## config.mk

```make
export PLATFORM = sky130hd
export DESIGN_NAME = synch_fifo_param
export DESIGN_NICKNAME = d
export VERILOG_FILES = /design/src/rtl/synch_fifo_param.sv
export SDC_FILE = /design/constraint.sdc
export NUM_CORES = 1
export LEC_CHECK = 0
export BUFFER_PORTS_ARGS = -buffer_cell sky130_fd_sc_hd__buf_4
export CAP_MARGIN = 15
export CORE_AREA = 2 2 124 126
export CTS_CLUSTER_DIAMETER = 50
export DETAILED_ROUTE_END_ITERATION = 16
export DIE_AREA = 0 0 126 128
export PLACE_DENSITY = 0.55
export SYNTH_ARGS = -nofsm -noshare
export SYNTH_HDL_FRONTEND = slang
export SYNTH_SLANG_ARGS = --single-unit
```

## constraint.sdc

```tcl
create_clock -name clk -period 2.9 [get_ports clk]
set_clock_uncertainty 0.15 [all_clocks]
set_input_delay 0.145 -clock clk [delete_from_list [all_inputs] [get_ports clk]]
set_output_delay 0.145 -clock clk [all_outputs]
set_load 0.02 [all_outputs]
```

## src/rtl/synch_fifo_param.sv

```systemverilog
// synch_fifo_param: parametrised single-clock FIFO with programmable almost flags,
// occupancy count, sticky overflow/underflow and optional first-word-fall-through read.
module synch_fifo_param #(
   parameter int DATA_W    = 8,
   parameter int DEPTH     = 16,
   parameter int AF_THRESH = DEPTH - 4,
   parameter int AE_THRESH = 2,
   parameter int FWFT      = 0
) (
   input  logic                       clk,
   input  logic                       rst,
   input  logic [DATA_W-1:0]          din,
   input  logic                       we,
   input  logic                       re,
   input  logic                       err_clr,
   output logic [DATA_W-1:0]          dout,
   output logic                       flagf,
   output logic                       flage,
   output logic                       flagaf,
   output logic                       flagae,
   output logic [$clog2(DEPTH):0]     count,
   output logic                       ovf,
   output logic                       udf
);
   localparam int AW = $clog2(DEPTH);
   localparam int CW = AW + 1;
   localparam logic [CW-1:0] FULL_C = CW'(DEPTH);
   localparam logic [CW-1:0] AF_C   = CW'(AF_THRESH);
   localparam logic [CW-1:0] AE_C   = CW'(AE_THRESH);

   logic [DATA_W-1:0] mem [DEPTH];
   logic [AW-1:0]     wr_ptr_q, wr_ptr_d, rd_ptr_q, rd_ptr_d;
   logic [CW-1:0]     count_q, count_d;
   logic [DATA_W-1:0] dout_q, dout_d;
   logic              ovf_q, ovf_d, udf_q, udf_d, rd_ok, wr_ok;

   assign flagf  = count_q == FULL_C;
   assign flage  = count_q == '0;
   assign flagaf = count_q >= AF_C;
   assign flagae = count_q <= AE_C;
   assign count  = count_q;
   assign ovf    = ovf_q;
   assign udf    = udf_q;
   // FWFT shows the head slot directly; otherwise dout is the word captured on the last accepted read
   assign dout   = (FWFT != 0) ? mem[rd_ptr_q] : dout_q;

   always_comb begin
      rd_ok    = re && !flage;
      wr_ok    = we && (!flagf || rd_ok);
      wr_ptr_d = wr_ptr_q + AW'(wr_ok);
      rd_ptr_d = rd_ptr_q + AW'(rd_ok);
      count_d  = count_q + CW'(wr_ok) - CW'(rd_ok);
      ovf_d    = (we && flagf && !rd_ok) || (ovf_q && !err_clr);
      udf_d    = (re && flage) || (udf_q && !err_clr);
      dout_d   = rd_ok ? mem[rd_ptr_q] : dout_q;
   end

   always_ff @(posedge clk or posedge rst) begin
      if (rst) begin
         wr_ptr_q <= '0;
         rd_ptr_q <= '0;
         count_q  <= '0;
         dout_q   <= '0;
         ovf_q    <= 1'b0;
         udf_q    <= 1'b0;
      end else begin
         wr_ptr_q <= wr_ptr_d;
         rd_ptr_q <= rd_ptr_d;
         count_q  <= count_d;
         dout_q   <= dout_d;
         ovf_q    <= ovf_d;
         udf_q    <= udf_d;
      end
   end

   always_ff @(posedge clk) begin
      if (wr_ok) mem[wr_ptr_q] <= din;
   end
endmodule

```

==> metrics.md, run 1 <==
| Metric | Value |
|---|---|
| GRT Residual Overflow | `0` |
| Fin util | `about half` |
| Post-synth top area cell | `edfxtp_1` |
| GR Util All Layers | `~16%` |
| Skew-Pair Late Insertion Delay | `about 0.42 ns` |
| Worst vdd ir | `just over 0.6 mV` |
| Synth Flop Type | `edfxtp_1` |
| Reg-to-reg setup timing slack | `about 0.22 ns` |
| Leak | `around 2.7 nW` |
| IO Port Bufs | `31` |
| Maximum clock rate | `between 300 and 400 MHz` |
| H-tree depth | `4` |
| Die area | `16,100 µm²` |
| RSZ-0062 raised after global routing | `false` |
| Post-synth ARST share | `between 15 and 20%` |
| Longest Clk Path Bufs | `2` |
| Worst Path Arrival | `~2.8 ns` |
| Mapped Nets | `around 340` |
| Number of synthesized flops with an enable pin | `between 100 and 150` |
| Share of cells above drive strength 1 | `between 30% and 40%` |
| CTS Buf Count | `17` |
| ANT cells | `0` |
| TNS Setup | `0 ns` |
| Max-slew violation count | `0` |
| Worst-path cell chain | `inv_1, ha_1, nor4b_4, nand2b_4, inv_2, nand2_1, o21ai_0, ha_1, fa_1, a21oi_1, o21bai_1, xnor2_1` |
| CP max FO | `5` |
| Routed vias/inst | `between 5 and 6` |
| Max-cap violations | `0` |
| Post-DRT Antenna Nets | `0` |
| Final WL | `approximately 12 mm` |
| Via count | `3,039` |
| Ys Warns | `0` |
| Layout area overhead | `21.5%` |
| Critical path startpoint category | `register` |
| Post-synthesis cell count | `~300` |
| Min cycle time layout | `2.68 ns` |
| Status | `completed` |
| Root buffer cell | `clkbuf_16` |
| First-pass GRT wire length | `19.0 mm` |
| Hold/Removal Path Class | `input pin to register` |
| Top post-synthesis cells by count | `edfxtp_1 (128), mux4_2 (27), dfrtp_1 (23), mux2i_1 (16), nor2_1 (15)` |
| Initial antenna violation count | `0` |
| Netlist cell types | `37` |
| Synth area leaders | `edfxtp_1 (63%), mux4_2 (10%), dfrtp_1 (9.4%), ha_1 (2.7%), mux2i_1 (2.6%)` |
| Period utilisation layout | `92.4%` |
| Clock sink count | `roughly 150` |
| Num rows | `45` |
| Worst path max stage delay | `between 0.4 and 0.5 ns` |
| Yosys reg bits | `151` |
| TritonCTS clock tree | `done` |
| I/O pin count | `32` |
| Final setup viols | `0` |
| Pwr/cell area | `between 1000 and 1500 nW/µm²` |
| Vias in the first global route | `about 3.1k` |
| Clock transition at the registers of the reported paths | `0.06 ns` |
| Crit Path Class | `register to register` |
| Hold Vio Cnt, Final | `0` |
| Slew margin rel. | `a little over a third` |
| Die X | `between 100 and 150 µm` |
| Hpwl dp | `7.95 mm` |
| Wirelength per Cell | `between 20 and 25 µm` |
| Most frequent CP cell | `ha_1` |
| DRC Markers | `0` |
| Initial Util | `between 40 and 50%` |
| Critical Path RT | `between 3 and 4 ns` |
| Register area share after synthesis | `approximately 72%` |
| Worst-margin pin slew | `roughly 0.97 ns` |
| DRT iter0 DRCs | `between 200 and 300` |
| Critical Path Sink Type | `register` |
| Vert. Die Dim | `128 µm` |
| Largest net degree at the start of global routing | `35` |
| DRT Pass-1 Iters | `4` |
| Slowest CP cell | `dfrtp_2` |
| Synthesized cell area | `between 6000 and 7000 µm²` |
| Top cell type's share of synthesized area | `63.1%` |
| Post-Syn Area per Cell | `roughly 20 µm²` |
| Nets | `about 400` |
| Core area | `14,900 µm²` |
| Routability cong. | `around 0.80` |
| Most frequent cell after synthesis | `edfxtp_1` |
==> kinds of logic (layout without fill, tap and decap cells) <==
group,after synthesis,count (layout),share of synthesized area [%]
flops,151,151,72.5
buf+inv,26,113,2.75
mux,49,49,14.9
fa+ha+maj,14,14,3.00
simple gates,44,44,3.76
compound gates,17,17,2.05
xor+xnor,7,7,1.01
==> final timing paths <==
check,startpoint,endpoint,depth (start not counted)
max in group asynchronous,rst,count[2]$_DFF_PP0_,3
min reg2reg,dout[2]$_DFFE_PP0N_,dout[2]$_DFFE_PP0N_,2
max,count[2]$_DFF_PP0_,count[4]$_DFF_PP0_,12
max reg2reg,count[2]$_DFF_PP0_,count[4]$_DFF_PP0_,12
min,we,count[1]$_DFF_PP0_,4
min in group asynchronous,rst,ovf$_DFF_PP0_,3
==> state kept, by name, indices dropped and copies added, names as in the netlist <==
signal and flops:
udf 1, rd_ptr_q 4, dout 8, count 5
ovf 1, wr_ptr_q 4, mem 128
==> through the flow <==
step,std cells,power (mW),hold WS [ns],cell area [µm²],worst slack [ns]
after floorplan,308,4.54,-0.00315,6100,0.0137
after global placement,538,5.23,0.189,6660,0.233
after detailed placement,538,5.25,0.192,6660,0.178
after CTS,582,7.56,0.0311,7390,0.153
after global routing,583,7.83,0.0579,7410,0.0313
final,583,7.47,0.0523,7410,0.219
==> worst max-delay path: cells and delay by family (launching register included) <==
family	cells	cell delay, ns
DFF	1	0.44
adders and majority gates	3	0.81
AOI/OAI and AO/OA	3	0.36
buffers and inverters	2	0.17
and+or+nand+nor	3	0.52
xor gates and xnor gates	1	0.13
==> cell usage in the layout, fill, tap and decap left out, types with 3 or more instances in the layout <==
master,n
nor2_1,15
clkinv_4,3
o221ai_1,7
mux4_2,27
inv_6,5
buf_4,55
edfxtp_1,128
mux4_1,5
clkbuf_16,17
xor2_1,3
ha_1,13
nand3_1,3
inv_1,11
nor3_1,4
xnor2_1,4
nand2_1,11
dfrtp_1,22
mux2i_1,16
bufinv_16,3
dlygate4sd3_1,12
==> routing by layer <==
metal / up-vias / part of all wire, % / track usage, %
met2: 65 / 48 / 25.0
met4: 0 / 0.96 / 5.04
met3: 10 / 3.9 / 4.72
met5: - / 0 / 0
met1: 1580 / 47 / 22.9
li1: 1384 / - / -
==> layout make-up <==
| type | instances | area, µm² |
|---|---|---|
| fillers | 1258 | 7460 |
| flip-flops and latches | 151 | 4420 |
| inverters | 12 | 45.0 |
| repair buffers | 69 | 573 |
| clock buffers | 17 | 425 |
| clock inverters | 15 | 191 |
| well taps | 188 | 235 |
| multi-input cells | 131 | 1520 |
==> where the power goes <==
group | internal [mW] | switching, mW
Clock | 1.37 | 0.918
Sequential | 2.70 | 0.240
Combinational | 1.08 | 1.16
Total | 5.16 | 2.32
==> timing repair <==
| item | CTS | global route |
|---|---|---|
| hold buffers | 12 | 0 |
| endpoints found under the setup margin | 0 | 1 |
| setup buffers | 0 | 1 |
| endpoints found under the hold margin | 153 | 0 |
| gates resized for setup | 0 | 1 |
Power figures use the tool's default switching activity.
==> run 2: changes to the inputs <==
==> constraint.sdc (replaced) <==
create_clock -name clk -period 3.01 [get_ports clk]
set_clock_uncertainty 0.15 [all_clocks]
set_input_delay 0.1505 -clock clk [delete_from_list [all_inputs] [get_ports clk]]
set_output_delay 0.1505 -clock clk [all_outputs]
set_load 0.02 [all_outputs]
==> metrics.md, run 2 (same netlist as run 1, synthesis figures left out) <==
| Metric | Value |
|---|---|
| Status | `completed` |
| Layout area overhead | `21.0%` |
| CP max FO | `5 (unchanged)` |
| ANT cells | `0 (unchanged)` |
| Internal | `4.95 mW (-3.9%)` |
| Worst Path Arrival | `2.89 ns (+0.05 ns)` |
| Skew-Pair Late Insertion Delay | `0.42 ns (about the same)` |
| Critical path startpoint category | `register` |
| Num rows | `45 (unchanged)` |
| Commonest non-fill, non-tap cell in the layout | `edfxtp_1` |
| Largest register FFs | `128 (unchanged)` |
| Pwr/cell area | `968 nW/µm² (-4.1%)` |
| Core area | `14,900 µm² (unchanged)` |
| Nets | `409 (unchanged)` |
| First-pass GRT wire length | `19.6 mm (+3.3%)` |
| Switching part of the total power | `30.6% (-0.39 points)` |
| Via count | `3,013 (-0.86%)` |
| Max-cap violations | `0 (unchanged)` |
| Vias in the first global route | `3,259 (+3.9%)` |
| Hold path depth | `4 (unchanged)` |
| Share of cells above drive strength 1 | `31.1% (unchanged)` |
| Final setup viols | `0 (unchanged)` |
| Vert. Die Dim | `128 µm (unchanged)` |
| Period utilisation layout | `91.2% (-1.2 points)` |
| Reg power frac | `39.9% (+0.5 points)` |
| Wirelength per Cell | `21.7 µm (+2.7%)` |
| Final cell count without fillers | `583 (unchanged)` |
| Dpl cell area | `6630 µm² (-0.39%)` |
| Initial Util | `41.0% (unchanged)` |
| Maximum clock rate | `364 MHz (-2.4%)` |
| Reg2reg start | `count[2]$_DFF_PP0_` |
| Min cycle time layout | `2.75 ns (+0.0647 ns)` |
| IO Port Bufs | `31 (unchanged)` |
| Reg-to-reg setup timing slack | `0.26 ns (+0.05 ns)` |
| Post-DRT Antenna Nets | `0 (unchanged)` |
| Critical Path RT | `3.16 ns (+0.10 ns)` |
| Worst vdd ir | `0.440 mV (-28%)` |
| Initial antenna violation count | `0 (unchanged)` |
| Worst slack at placement | `0.229 ns (+0.0512 ns)` |
| CP startpoint | `count[2]$_DFF_PP0_` |
| GR Util All Layers | `17.1% (+0.80 points)` |
| CP top delay family | `adder cells` |
| Hpwl dp | `8.18 mm (+2.8%)` |
| GRT Residual Overflow | `0 (unchanged)` |
| DRT iter0 DRCs | `274 (-2.8%)` |
| DRC Markers | `0 (unchanged)` |
| Commonest cells after routing, fill and taps aside | `edfxtp_1 (128), buf_4 (57), mux4_2 (27)` |
| Critical Path Sink Type | `register` |
| Placed cells | `538 (unchanged)` |
| Slew margin rel. | `34.0% (-1.3 points)` |
| Routed vias/inst | `5.17 (-0.86%)` |
| CTS Buf Count | `17 (unchanged)` |
| Finished Cell Area | `7380 µm² (-0.42%)` |
| Die X | `126 µm (unchanged)` |
| WP depth | `12 (unchanged)` |
| Worst-margin pin slew | `0.989 ns (+0.0190 ns)` |
| Crit Path Class | `register to register` |
| Hold Vio Cnt, Final | `0 (unchanged)` |
| Longest Clk Path Bufs | `2 (unchanged)` |
| Routability cong. | `0.775 (-3.8%)` |
| Biggest register | `mem` |
| Clock transition at the registers of the reported paths | `0.06 ns (about the same)` |
| Worst path max stage delay | `0.43 ns (about the same)` |
| Clock sink count | `151 (unchanged)` |
| Switch Pwr | `2.19 mW (-5.7%)` |
| Combinational share of power | `29.7% (-0.2 points)` |
| Die area | `16,100 µm² (unchanged)` |
| Worst-path cell chain | `inv_1, ha_2, nor4b_4, nand2b_4, inv_2, nand2_1, o21ai_0, ha_1, fa_1, a21oi_1, o21bai_1, xnor2_1` |
| Largest net degree at the start of global routing | `35 (unchanged)` |
| Final worst setup slack | `0.265 ns (+0.0453 ns)` |
| TritonCTS clock tree | `done` |
| Root buffer cell | `clkbuf_16` |
| H-tree depth | `4 (unchanged)` |
| Clk network pwr share | `30.4% (-0.3 points)` |
| Hold Crit Start | `we` |
| Slowest CP cell | `dfrtp_1` |
| Leak | `2.68 nW (-0.68%)` |
| Hold/Removal Path Class | `input pin to register` |
| Final WL | `12.7 mm (+2.7%)` |
| Worst reg-to-reg path cell count | `12 (unchanged)` |
| Crit path buf inv count | `2 (unchanged)` |
| Max-slew violation count | `0 (unchanged)` |
| I/O pin count | `32 (unchanged)` |
| DRT Pass-1 Iters | `4 (unchanged)` |
==> run 2: cell types whose count changed in the layout (fill, tap and decap cells not counted), sizes merged <==
cell      previous run  this run
clkinvlp             2         4
inv                 18        16
clkbuf              17        18
clkinv               4         3
==> run 2: timing repair <==
item	CTS	global route
endpoints found under the hold margin	153	0
setup endpoints to repair	0	1
hold buffers	12	0
resized for setup	0	2
setup buffers	0	1
==> run 2: cell type report <==
cell class	count	area [µm²]
fill	1236	7490
clock inverter	14	170
inverter	12	45.0
sequential	151	4420
clock buffer	18	439
multi-input combinational	131	1520
timing repair buffer	69	548
tap	188	235
==> run 2: power by group through the flow <==
stage               Combinational (mW)  Sequential [mW]  Clock [mW]
global placement                  2.12             2.88           0
floorplan                         1.49             2.88           0
CTS                               2.15             2.85        2.21
finish                            2.12             2.85        2.17
detailed placement                2.14             2.90           0
global route                      2.30             2.89        2.31
==> run 2: per-stage QoR <==
stage	setup TNS [ns]	total power [mW]	util, %	hold slack [ns]
detailed placement	0	5.03	44.6	0.201
global placement	0	4.99	44.6	0.192
CTS	0	7.22	49.5	0.0248
finish	0	7.14	49.6	0.0505
global route	-0.0174	7.49	49.6	0.0555
floorplan	0	4.37	-	0.00242
==> run 2: tightest hold or removal path, delay by kind of cell <==
kind,cells,cell delay (ns)
adders and majority gates,1,0.17
buffers and inverters,2,0.14
and+or+nand+nor,1,0.12
==> run 2: routing by layer <==
layer  up-vias  wire length [µm]  track usage (%)
met2        54              6280             27.8
met5         -                 0                0
met1      1577              5770             22.5
met4         0               142             6.46
li1       1370                 -                -
met3        12               467             4.30
==> run 2: final timing paths <==
path | to
hold reg to reg | dout[2]$_DFFE_PP0N_
min in group asynchronous | dout[7]$_DFFE_PP0N_
setup / recovery | count[4]$_DFF_PP0_
max in group asynchronous | dout[4]$_DFFE_PP0N_
setup reg to reg | count[4]$_DFF_PP0_
hold / removal | count[1]$_DFF_PP0_
